==> src/rtl/stop_watch_timer_pkg.sv <==
// Shared types and constants for the M:SS.T stopwatch/timer.
// Latency: n/a (declarations only).
// Backpressure: n/a.
package stop_watch_pkg;

    // Width of one BCD digit.
    localparam int DIGIT_W = 4;

    // Upper limit of each fixed-range digit (tenths, seconds, tens of seconds).
    localparam int D0_MAX = 9;
    localparam int D1_MAX = 9;
    localparam int D2_MAX = 5;

    typedef enum logic [1:0] {
        ST_IDLE  = 2'd0,
        ST_RUN   = 2'd1,
        ST_PAUSE = 2'd2,
        ST_DONE  = 2'd3
    } state_t;

endpackage

==> src/rtl/stop_watch_timer_bcd_digit_cnt.sv <==
// One BCD digit, counting 0..MAX up or down, with clear, clamped load and carry/borrow out.
// Latency: q updates on the edge after en/clr/ld; cb is combinational from q and en.
// Backpressure: none; en is a single-cycle advance request that is always honoured.
//
// Ports: clk, rst_n (async active-low), en (advance), dir (1 = down), clr, ld,
//        ld_val (values above MAX clamp to MAX), q (digit), cb (carry when wrapping
//        up from MAX, borrow when wrapping down from 0).
module bcd_digit_cnt
    import stop_watch_pkg::*;
#(
    parameter int MAX = 9
) (
    input  logic               clk,
    input  logic               rst_n,
    input  logic               en,
    input  logic               dir,
    input  logic               clr,
    input  logic               ld,
    input  logic [DIGIT_W-1:0] ld_val,
    output logic [DIGIT_W-1:0] q,
    output logic               cb
);

    localparam logic [DIGIT_W-1:0] MAX_V = DIGIT_W'(MAX);
    localparam logic [DIGIT_W-1:0] ONE_V = DIGIT_W'(1);

    logic [DIGIT_W-1:0] q_q;
    logic [DIGIT_W-1:0] q_d;

    always_comb begin
        q_d = q_q;
        if (clr) begin
            q_d = '0;
        end else if (ld) begin
            q_d = (ld_val > MAX_V) ? MAX_V : ld_val;
        end else if (en) begin
            if (dir) begin
                q_d = (q_q == '0) ? MAX_V : q_q - ONE_V;
            end else begin
                q_d = (q_q == MAX_V) ? '0 : q_q + ONE_V;
            end
        end
    end

    always_ff @(posedge clk or negedge rst_n) begin
        if (!rst_n) begin
            q_q <= '0;
        end else begin
            q_q <= q_d;
        end
    end

    assign q  = q_q;
    assign cb = en && (dir ? (q_q == '0) : (q_q == MAX_V));

endmodule

==> src/rtl/stop_watch_timer.sv <==
// M:SS.T stopwatch (count up) / preset timer (count down) with lap capture and done flag.
// Latency: 1 cycle from any control pulse to its visible effect; digits advance on the tick edge.
// Backpressure: none; every pulse is acted on or ignored in the cycle it is presented.
//
// Ports: clk, rst_n (async active-low); start/stop/clr/load/lap control pulses;
//        mode_down (latched on start from IDLE); load_val BCD {d3,d2,d1,d0};
//        d3..d0 digits; lap_d/lap_valid captured lap; running, done, tick status.
// Build option: define STOP_WATCH_SAT_EN to make up-counting stop at MIN_MAX:59.9
//        and enter DONE instead of wrapping to 0:00.0.
module stop_watch_timer
    import stop_watch_pkg::*;
#(
    parameter int DVSR    = 10_000_000,
    parameter int MIN_MAX = 9,
    parameter int PW      = 24
) (
    input  logic         clk,
    input  logic         rst_n,
    input  logic         start,
    input  logic         stop,
    input  logic         clr,
    input  logic         mode_down,
    input  logic         load,
    input  logic [15:0]  load_val,
    input  logic         lap,
    output logic [3:0]   d3,
    output logic [3:0]   d2,
    output logic [3:0]   d1,
    output logic [3:0]   d0,
    output logic [15:0]  lap_d,
    output logic         lap_valid,
    output logic         running,
    output logic         done,
    output logic         tick
);

    localparam logic [PW-1:0] PRESC_LAST = PW'(DVSR - 1);

    state_t        state_q, state_d;
    logic [PW-1:0] presc_q, presc_d;
    logic          mode_q, mode_d;
    logic [15:0]   lap_cap_q, lap_cap_d;
    logic          lap_valid_q, lap_valid_d;
    logic          running_q, running_d;
    logic          done_q, done_d;

    logic [15:0]   digits;
    logic          tick_int;
    logic          ld_acc;
    logic          is_zero;
    logic          dn_end;
    logic          sat_hit;
    logic          en0;
    logic          cb0, cb1, cb2;
    logic          cb3_unused;

    assign digits   = {d3, d2, d1, d0};
    assign is_zero  = (digits == 16'h0000);
    assign tick_int = (state_q == ST_RUN) && (presc_q == PRESC_LAST);
    assign ld_acc   = load && !clr && ((state_q == ST_IDLE) || (state_q == ST_PAUSE));
    // The tick that moves 0:00.1 to 0:00.0 in down mode is the terminal one.
    assign dn_end   = tick_int && mode_q && (digits == 16'h0001);

`ifdef STOP_WATCH_SAT_EN
    logic at_max;
    assign at_max  = !mode_q && (d3 == DIGIT_W'(MIN_MAX)) && (d2 == DIGIT_W'(D2_MAX)) &&
                     (d1 == DIGIT_W'(D1_MAX)) && (d0 == DIGIT_W'(D0_MAX));
    assign sat_hit = tick_int && at_max;
`else
    assign sat_hit = 1'b0;
`endif

    // Suppressing the first stage on saturation freezes the whole chain.
    assign en0 = tick_int && !sat_hit;

    bcd_digit_cnt #(.MAX(D0_MAX)) u_d0 (
        .clk(clk), .rst_n(rst_n), .en(en0), .dir(mode_q), .clr(clr), .ld(ld_acc),
        .ld_val(load_val[3:0]), .q(d0), .cb(cb0)
    );
    bcd_digit_cnt #(.MAX(D1_MAX)) u_d1 (
        .clk(clk), .rst_n(rst_n), .en(cb0), .dir(mode_q), .clr(clr), .ld(ld_acc),
        .ld_val(load_val[7:4]), .q(d1), .cb(cb1)
    );
    bcd_digit_cnt #(.MAX(D2_MAX)) u_d2 (
        .clk(clk), .rst_n(rst_n), .en(cb1), .dir(mode_q), .clr(clr), .ld(ld_acc),
        .ld_val(load_val[11:8]), .q(d2), .cb(cb2)
    );
    bcd_digit_cnt #(.MAX(MIN_MAX)) u_d3 (
        .clk(clk), .rst_n(rst_n), .en(cb2), .dir(mode_q), .clr(clr), .ld(ld_acc),
        .ld_val(load_val[15:12]), .q(d3), .cb(cb3_unused)
    );

    always_comb begin
        state_d     = state_q;
        presc_d     = presc_q;
        mode_d      = mode_q;
        lap_cap_d   = lap_cap_q;
        lap_valid_d = lap_valid_q;

        if (clr) begin
            state_d     = ST_IDLE;
            presc_d     = '0;
            lap_cap_d   = '0;
            lap_valid_d = 1'b0;
        end else begin
            if (state_q == ST_RUN) begin
                presc_d = tick_int ? '0 : presc_q + PW'(1);
            end

            case (state_q)
                ST_IDLE: begin
                    // A down-mode start with nothing left to count finishes at once.
                    if (!ld_acc && !stop && start) begin
                        mode_d  = mode_down;
                        presc_d = '0;
                        state_d = (mode_down && is_zero) ? ST_DONE : ST_RUN;
                    end
                end
                ST_RUN: begin
                    // Reaching the end wins over a coincident stop.
                    if (dn_end || sat_hit) begin
                        state_d = ST_DONE;
                    end else if (stop) begin
                        state_d = ST_PAUSE;
                    end
                end
                ST_PAUSE: begin
                    if (!ld_acc && !stop && start) begin
                        state_d = (mode_q && is_zero) ? ST_DONE : ST_RUN;
                    end
                end
                default: begin
                    state_d = ST_DONE;
                end
            endcase

            if (ld_acc) begin
                presc_d = '0;
            end

            // Captures the pre-tick value when a tick lands in the same cycle.
            if (lap && !ld_acc && ((state_q == ST_RUN) || (state_q == ST_PAUSE))) begin
                lap_cap_d   = digits;
                lap_valid_d = 1'b1;
            end
        end

        running_d = (state_d == ST_RUN);
        done_d    = (state_d == ST_DONE);
    end

    always_ff @(posedge clk or negedge rst_n) begin
        if (!rst_n) begin
            state_q     <= ST_IDLE;
            presc_q     <= '0;
            mode_q      <= 1'b0;
            lap_cap_q   <= '0;
            lap_valid_q <= 1'b0;
            running_q   <= 1'b0;
            done_q      <= 1'b0;
        end else begin
            state_q     <= state_d;
            presc_q     <= presc_d;
            mode_q      <= mode_d;
            lap_cap_q   <= lap_cap_d;
            lap_valid_q <= lap_valid_d;
            running_q   <= running_d;
            done_q      <= done_d;
        end
    end

    assign lap_d     = lap_cap_q;
    assign lap_valid = lap_valid_q;
    assign running   = running_q;
    assign done      = done_q;
    assign tick      = tick_int;

endmodule
==> config.mk <==
export PLATFORM = sky130hd
export DESIGN_NAME = stop_watch_timer
export DESIGN_NICKNAME = d
export VERILOG_FILES = /design/src/rtl/stop_watch_timer_pkg.sv /design/src/rtl/stop_watch_timer_bcd_digit_cnt.sv /design/src/rtl/stop_watch_timer.sv
export SDC_FILE = /design/constraint.sdc
export NUM_CORES = 1
export LEC_CHECK = 0
export ABC_AREA = 1
export ABC_CLOCK_PERIOD_IN_PS = 2300
export CORE_MARGIN = 2
export CORE_UTILIZATION = 45
export CTS_CLUSTER_DIAMETER = 120
export DETAILED_ROUTE_END_ITERATION = 12
export GPL_TIMING_DRIVEN = 0
export PLACE_DENSITY = 0.64
export SYNTH_ARGS = -nofsm -noshare
export SYNTH_HDL_FRONTEND = slang
export SYNTH_SLANG_ARGS = --single-unit
==> constraint.sdc <==
create_clock -name clk -period 2.3 [get_ports clk]
set_input_delay 0.23 -clock clk [delete_from_list [all_inputs] [get_ports clk]]
set_output_delay 0.23 -clock clk [all_outputs]
set_load 0.005 [all_outputs]
==> flow_metrics.py, run 1 <==
metrics = {
    "power": {
        "power_density_mw_per_mm2": 787,
        "power.total_mw": 3.94,
        "p_leak_nw": 2.29,
        "ir_drop_mv": 0.505,
    },
    "sta": {
        "fin_crit_sh_pct": 92.9,
        "tightest_slew_ns": 0.795,
        "hold_violations": 0,
        "layout_min_cycle_time_ns": 2.14,
        "setup_viol": 0,
        "fmax_mhz": 468,
        "slew_headroom_pct": 47.0,
        "final_max_slew_viol_count": 0,
        "rsz0062_at_grt": "false",
        "skew_ns": 0.00882,
    },
    "yosys": {
        "syn_inst": 544,
        "synthFlopType": "dfrtp_1",
        "synth_top_cell_by_area": "dfrtp_1",
        "synth_top_area_share_pct": 38.4,
        "async_reset_ff_share_pct": 100,
        "yosysWarnings": 0,
        "yosysSeqAreaShare_pct": 38.4,
        "synth_area_leaders": "dfrtp_1, nand2_1, nand3_1",
        "synth_edf_count": 0,
        "synth-seq-cells": 62,
        "netlist_area_mm2": 0.00404,
        "synth_nets": 585,
        "yosysUniqueCellTypes": 39,
        "synthTopCellsByCount": "nand2_1, nand3_1, dfrtp_1, inv_1, nor2_1",
        "yosysMostFrequentCell": "nand2_1",
        "postSynthAreaPerCell_um2": 7.43,
    },
    "detailed_routing": {
        "dr.first_iter.drc_count": 158,
        "routed_wl_um": 10900,
        "routedWlPerCell_um": 14.8,
        "drtAntennaViolNets": 0,
        "viasPerCell": 5.41,
        "drc": 0,
        "vias": 3954,
        "dr.pass1.iters": 5,
    },
    "worst_setup_path": {
        "critPathLaunch": "state_q[0]$_DFF_PN0_",
        "path_class": "reg2reg",
        "required_ns": 2.55,
        "worst_ep_arrival_time_ns": 2.39,
        "worstSetupStartpointType": "register",
        "cp-end-kind": "register",
        "reg2reg_slack_ns": 0.16,
        "worstPathMaxFanout": 10,
        "reg2reg_depth": 9,
        "r2r-start": "state_q[0]$_DFF_PN0_",
    },
    "min_path": {
        "min-delay-path-class": "in2async",
    },
    "die": {
        "die_h_um": 98.8,
        "die-area_mm2": 0.00976,
        "initial_core_util_pct": 46.4,
        "die_w_um": 98.8,
        "num_rows": 34,
        "num_io_pins": 60,
        "floorplan.core_area_mm2": 0.00872,
    },
    "global_routing": {
        "grtUsageTotal_pct": 22.6,
        "antenna_found_initial": 0,
        "grt_overflow_total": 0,
        "grt_pass1_vias": 3938,
        "grt_max_degree": 63,
        "grt_pass1_wl_um": 17900,
    },
    "run": {
        "drv_cap": 0,
    },
    "clocking": {
        "cts_tree": "yes",
        "path_clk_slew_ns": 0.07,
        "cts_max_path_buffers": 2,
        "clock_latency_ns": 0.34,
        "cts-buffers-inserted": 9,
        "clock_tree.root_cell": "clkbuf_8",
        "cts.sinks": 62,
        "h-tree-depth": 3,
    },
    "layout": {
        "area_delta_synth_final_pct": 23.7,
        "drive_gt1_share_pct": 8.99,
        "fin_cells": 731,
        "fillCellCount": 818,
        "antenna_cells": 0,
        "fin_nets": 660,
    },
    "placement": {
        "hpwl_um": 7910,
        "globalplace.congestion": 0.872,
        "port_buffers": 59,
        "placed_cells": 711,
    },
    "status": {
        "status": "completed",
    },
}
where the power goes:
| part | internal (mW) | switching (mW) |
|---|---|---|
| Sequential | 1.21 | 0.165 |
| Combinational | 0.662 | 0.936 |
| Clock | 0.521 | 0.446 |
| Total | 2.39 | 1.55 |
final timing paths:
path,end
min in group clk,presc_q[18]$_DFF_PN0_
setup / recovery,lap_d[15]$_DFFE_PN0P_
hold / removal,presc_q[7]$_DFF_PN0_
max in group asynchronous,state_q[1]$_DFF_PN0_
setup reg to reg,lap_d[15]$_DFFE_PN0P_
hold reg to reg,presc_q[18]$_DFF_PN0_
timing repair:
| item | 4_1_cts | 5_1_grt |
|---|---|---|
| gates resized for setup | 1 | 1 |
| pin swaps | 1 | 2 |
| setup buffers | 3 | 2 |
| hold buffers | 1 | 0 |
| endpoints found under the hold margin | 16 | 0 |
| endpoints found under the setup margin | 1 | 11 |
cell type report:
class / instances / area, µm² / share of cell area, %
Inverter: 67 / 251 / 5.03
Tap cell: 108 / 135 / 2.70
Timing Repair Buffer: 65 / 638 / 12.8
Multi-Input combinational cell: 401 / 2150 / 42.9
Clock buffer: 11 / 141 / 2.83
Sequential cell: 62 / 1550 / 31.0
Clock inverter: 4 / 47.5 / 0.950
Buffer: 13 / 87.6 / 1.75
placed cells by master (no fill, tap or decap), types with 10 or more instances in the layout:
| cell | count |
|---|---|
| nor2_1 | 60 |
| ha_1 | 17 |
| nand4_1 | 12 |
| a21oi_1 | 20 |
| dfrtp_1 | 61 |
| nand2_1 | 115 |
| clkbuf_8 | 10 |
| o21ai_0 | 40 |
| nand3_1 | 70 |
| clkdlybuf4s50_1 | 57 |
| inv_1 | 62 |
sequential cells by signal, indices dropped and copies added, names as in the netlist:
| register | cells |
|---|---|
| u_d1.q | 4 |
| u_d2.q | 4 |
| u_d3.q | 4 |
| lap_d | 16 |
| done | 1 |
| u_d0.q | 4 |
| running | 1 |
| presc_q | 24 |
| lap_valid | 1 |
| mode_q | 1 |
| state_q | 2 |
critical path, stage by stage (launching register included):
cell,delay [ns]
dfrtp_1,0.43
inv_1,0.12
ha_1,0.20
inv_2,0.07
nand2_2,0.12
nand2_2,0.12
nand3_1,0.25
clkbuf_1,0.50
nand3_1,0.13
o21ai_0,0.11
kinds of logic after synthesis:
| logic type | count (synthesis) | share of synthesized area [%] |
|---|---|---|
| adder cells (fa/ha/maj) | 17 | 5.26 |
| XOR/XNOR | 12 | 2.60 |
| AND/OR/NAND/NOR | 287 | 33.5 |
| buffers and inverters | 81 | 8.48 |
| flip-flops | 62 | 38.4 |
| AO/OA/AOI/OAI | 85 | 11.8 |
layer usage:
layer  up-vias  track usage, %  part of all wire (%)
li1       1943               -                     -
met2       129            39.0                    50
met3        16            3.55                   4.5
met5         -               0                     0
met4         0            8.43                   1.7
met1      1866            28.4                    44
stage by stage:
stage / hold WS [ns] / setup slack, ns / TNS, ns / utilization [%] / instance area (µm²)
2_1_floorplan: -0.0656 / 0.557 / 0 / - / 4040
3_3_place_gp: 0.480 / -1.12 / -69.20 / 54.7 / 4770
3_5_place_dp: 0.369 / 0.107 / 0 / 54.6 / 4770
4_1_cts: 0.508 / 0.0331 / 0 / 57.2 / 4990
5_1_grt: 0.524 / 0.00194 / 0 / 57.4 / 5000
6_report: 0.509 / 0.164 / 0 / 57.4 / 5000
(Power assumes the default switching activity.)
==> run 2: changes to the inputs <==
--- a/config.mk
+++ b/config.mk
@@ -12,6 +12,7 @@
 export CTS_CLUSTER_DIAMETER = 120
 export DETAILED_ROUTE_END_ITERATION = 12
 export GPL_TIMING_DRIVEN = 0
+export HOLD_SLACK_MARGIN = 0.1
 export PLACE_DENSITY = 0.64
 export SYNTH_ARGS = -nofsm -noshare
 export SYNTH_HDL_FRONTEND = slang
==> results of run 2 <==
The final DEF is identical to that of run 1; final timing and power are the same.
==> run 3: changes to the inputs <==
--- a/config.mk
+++ b/config.mk
@@ -7,13 +7,15 @@
 export LEC_CHECK = 0
 export ABC_AREA = 1
 export ABC_CLOCK_PERIOD_IN_PS = 2300
+export CELL_PAD_IN_SITES_DETAIL_PLACEMENT = 1
+export CELL_PAD_IN_SITES_GLOBAL_PLACEMENT = 2
 export CORE_MARGIN = 2
-export CORE_UTILIZATION = 45
+export CORE_UTILIZATION = 31
 export CTS_CLUSTER_DIAMETER = 120
 export DETAILED_ROUTE_END_ITERATION = 12
 export GPL_TIMING_DRIVEN = 0
 export HOLD_SLACK_MARGIN = 0.1
-export PLACE_DENSITY = 0.64
+export PLACE_DENSITY = 0.76
 export SYNTH_ARGS = -nofsm -noshare
 export SYNTH_HDL_FRONTEND = slang
 export SYNTH_SLANG_ARGS = --single-unit
==> run 3 against run 2 <==
Die area is 43% higher. Worst hold slack worse by 0.013 ns. Clock skew fell by 0.0025 ns. Register-to-register slack improved by 0.03 ns. Final cell count up 9.0%. First-iteration DRC count down 3.8%. Sequential share of layout area shrank 1.1 points. Largest cell class unchanged.
==> flow_metrics.py, run 3 (synthesis results as in run 1) <==
metrics = {
    "worst_setup_path": {
        "cp_slowest_stage_delay_ns": 0.40,
        "critPathLaunch": "state_q[0]$_DFF_PN0_",
        "required_ns": 2.56,
        "worstSetupStartpointType": "register",
        "reg2reg_depth": 12,
        "reg2reg_to": "presc_q[18]$_DFF_PN0_",
        "worstPathMaxFanout": 10,
        "path_class": "reg2reg",
        "worstPathCellList": "inv_1, ha_1, inv_2, nand2_2, nand2_2, nand2_4, inv_2, o21ai_2, nor2_1, buf_4, o21ai_0, a21oi_1",
        "reg2reg_slack_ns": 0.20,
        "worst_ep_arrival_time_ns": 2.36,
        "slowest_stage": "dfrtp_1",
        "r2r-start": "state_q[0]$_DFF_PN0_",
        "cp-end-kind": "register",
    },
    "layout": {
        "final_common_cell": "nand2_1",
        "design_area_mm2": 0.00519,
        "regMostFlops": "presc_q",
        "final_util_pct": 41.0,
        "drive_gt1_share_pct": 9.44,
        "fillCellCount": 1616,
        "antenna_cells": 0,
        "area_delta_synth_final_pct": 28.5,
        "largest_reg_flops": 24,
        "fin_nets": 662,
        "final_cell_mix": "nand2_1, nand3_1, inv_1, dfrtp_1, nor2_1",
    },
    "detailed_routing": {
        "routed_wl_um": 13000,
        "drtAntennaViolNets": 0,
        "dr.pass1.iters": 4,
        "viasPerCell": 4.98,
        "routedWlPerCell_um": 16.3,
        "drc": 0,
        "dr.first_iter.drc_count": 152,
        "vias": 3968,
    },
    "global_routing": {
        "grtUsageTotal_pct": 19.6,
        "antenna_found_initial": 0,
        "grt_pass1_vias": 4215,
        "grt_max_degree": 63,
        "grt_pass1_wl_um": 21700,
        "grt_overflow_total": 0,
    },
    "clocking": {
        "cts.sinks": 62,
        "cts-buffers-inserted": 9,
        "cts_tree": "yes",
        "cts_max_path_buffers": 2,
        "clock_tree.root_cell": "clkbuf_16",
        "h-tree-depth": 3,
        "path_clk_slew_ns": 0.05,
        "clock_latency_ns": 0.34,
    },
    "sta": {
        "fin_crit_sh_pct": 91.5,
        "fmax_mhz": 475,
        "hold_violations": 0,
        "layout_min_cycle_time_ns": 2.10,
        "final_max_slew_viol_count": 0,
        "hold_slack_ns": 0.496,
        "skew_ns": 0.00636,
        "fin_tns_setup_ns": 0,
        "slew_headroom_pct": 42.4,
        "tightest_slew_ns": 0.864,
        "rsz0062_at_grt": "false",
        "setup_viol": 0,
    },
    "die": {
        "die-area_mm2": 0.0140,
        "floorplan.core_area_mm2": 0.0127,
        "die_h_um": 118,
        "die_w_um": 118,
        "num_rows": 41,
        "num_io_pins": 60,
        "initial_core_util_pct": 31.9,
    },
    "power": {
        "power_density_mw_per_mm2": 833,
        "p_leak_nw": 2.34,
        "power.total_mw": 4.32,
        "ir_drop_mv": 0.514,
    },
    "min_path": {
        "hold-path-endpoint": "presc_q[3]$_DFF_PN0_",
        "holdPathStages": 1,
        "min-delay-path-class": "reg2reg",
        "hp-start": "presc_q[3]$_DFF_PN0_",
    },
    "placement": {
        "hpwl_um": 9650,
        "place_area_mm2": 0.00485,
        "globalplace.congestion": 0.804,
        "port_buffers": 59,
    },
    "run": {
        "drv_cap": 0,
    },
    "status": {
        "status": "completed",
    },
}
[run 3: metal layers]
| layer | vias up | part of all wire, % | global-route usage, % |
|---|---|---|---|
| li1 | 1944 | - | - |
| met1 | 1954 | 45 | 23.9 |
| met2 | 57 | 51 | 34.9 |
| met3 | 13 | 2.4 | 2.51 |
| met4 | 0 | 1.8 | 7.45 |
| met5 | - | 0 | 0 |
[run 3: where the power goes]
group | total (mW) | internal, mW | switching [mW]
registers | 1.38 | 1.21 | 0.174
clock network | 1.29 | 0.782 | 0.507
logic | 1.65 | 0.673 | 0.979
total | 4.32 | 2.66 | 1.66
[run 3: per-stage QoR]
step / setup slack [ns] / instances
2_1_floorplan: 0.557 / 544
6_report: 0.196 / 797
3_3_place_gp: -1.32 / 775
5_1_grt: 0.0258 / 797
3_5_place_dp: 0.00395 / 775
4_1_cts: 0.00724 / 793
[run 3: what timing repair did]
action	CTS	global route
setup endpoints to repair	11	19
hold endpoints to repair	62	0
gates resized for setup	1	6
setup buffers	3	4
hold buffers	1	0
pin swaps	2	0
[run 3: worst max-delay path by stage]
stage                                        to  slack (ns)  cells after the start
final                     presc_q[18]$_DFF_PN0_        0.20                     12
after global routing       presc_q[7]$_DFF_PN0_        0.03                     12
after CTS                                  tick       0.007                      8
after detailed placement  lap_d[13]$_DFFE_PN0P_       0.004                     11
after global placement    u_d3.q[1]$_DFFE_PN0P_       -1.32                      1
after floorplan           u_d2.q[3]$_DFFE_PN0P_        0.56                     13
[run 3: worst max-delay path: cells and delay by family, from the launching register on]
family,cells,cell delay [ns]
flops,1,0.40
simple gates,4,0.54
compound gates,3,0.32
fa+ha+maj,1,0.24
buf+inv,4,0.51
[run 3: layout make-up]
class	instances	area, µm²	area share [%]
sequential	62	1550	29.9
tap	172	215	4.14
clock inverter	1	5.00	0.0964
buffer	13	88.8	1.71
multi-input combinational	401	2160	41.7
inverter	67	251	4.84
clock buffer	14	264	5.08
timing repair buffer	67	653	12.6
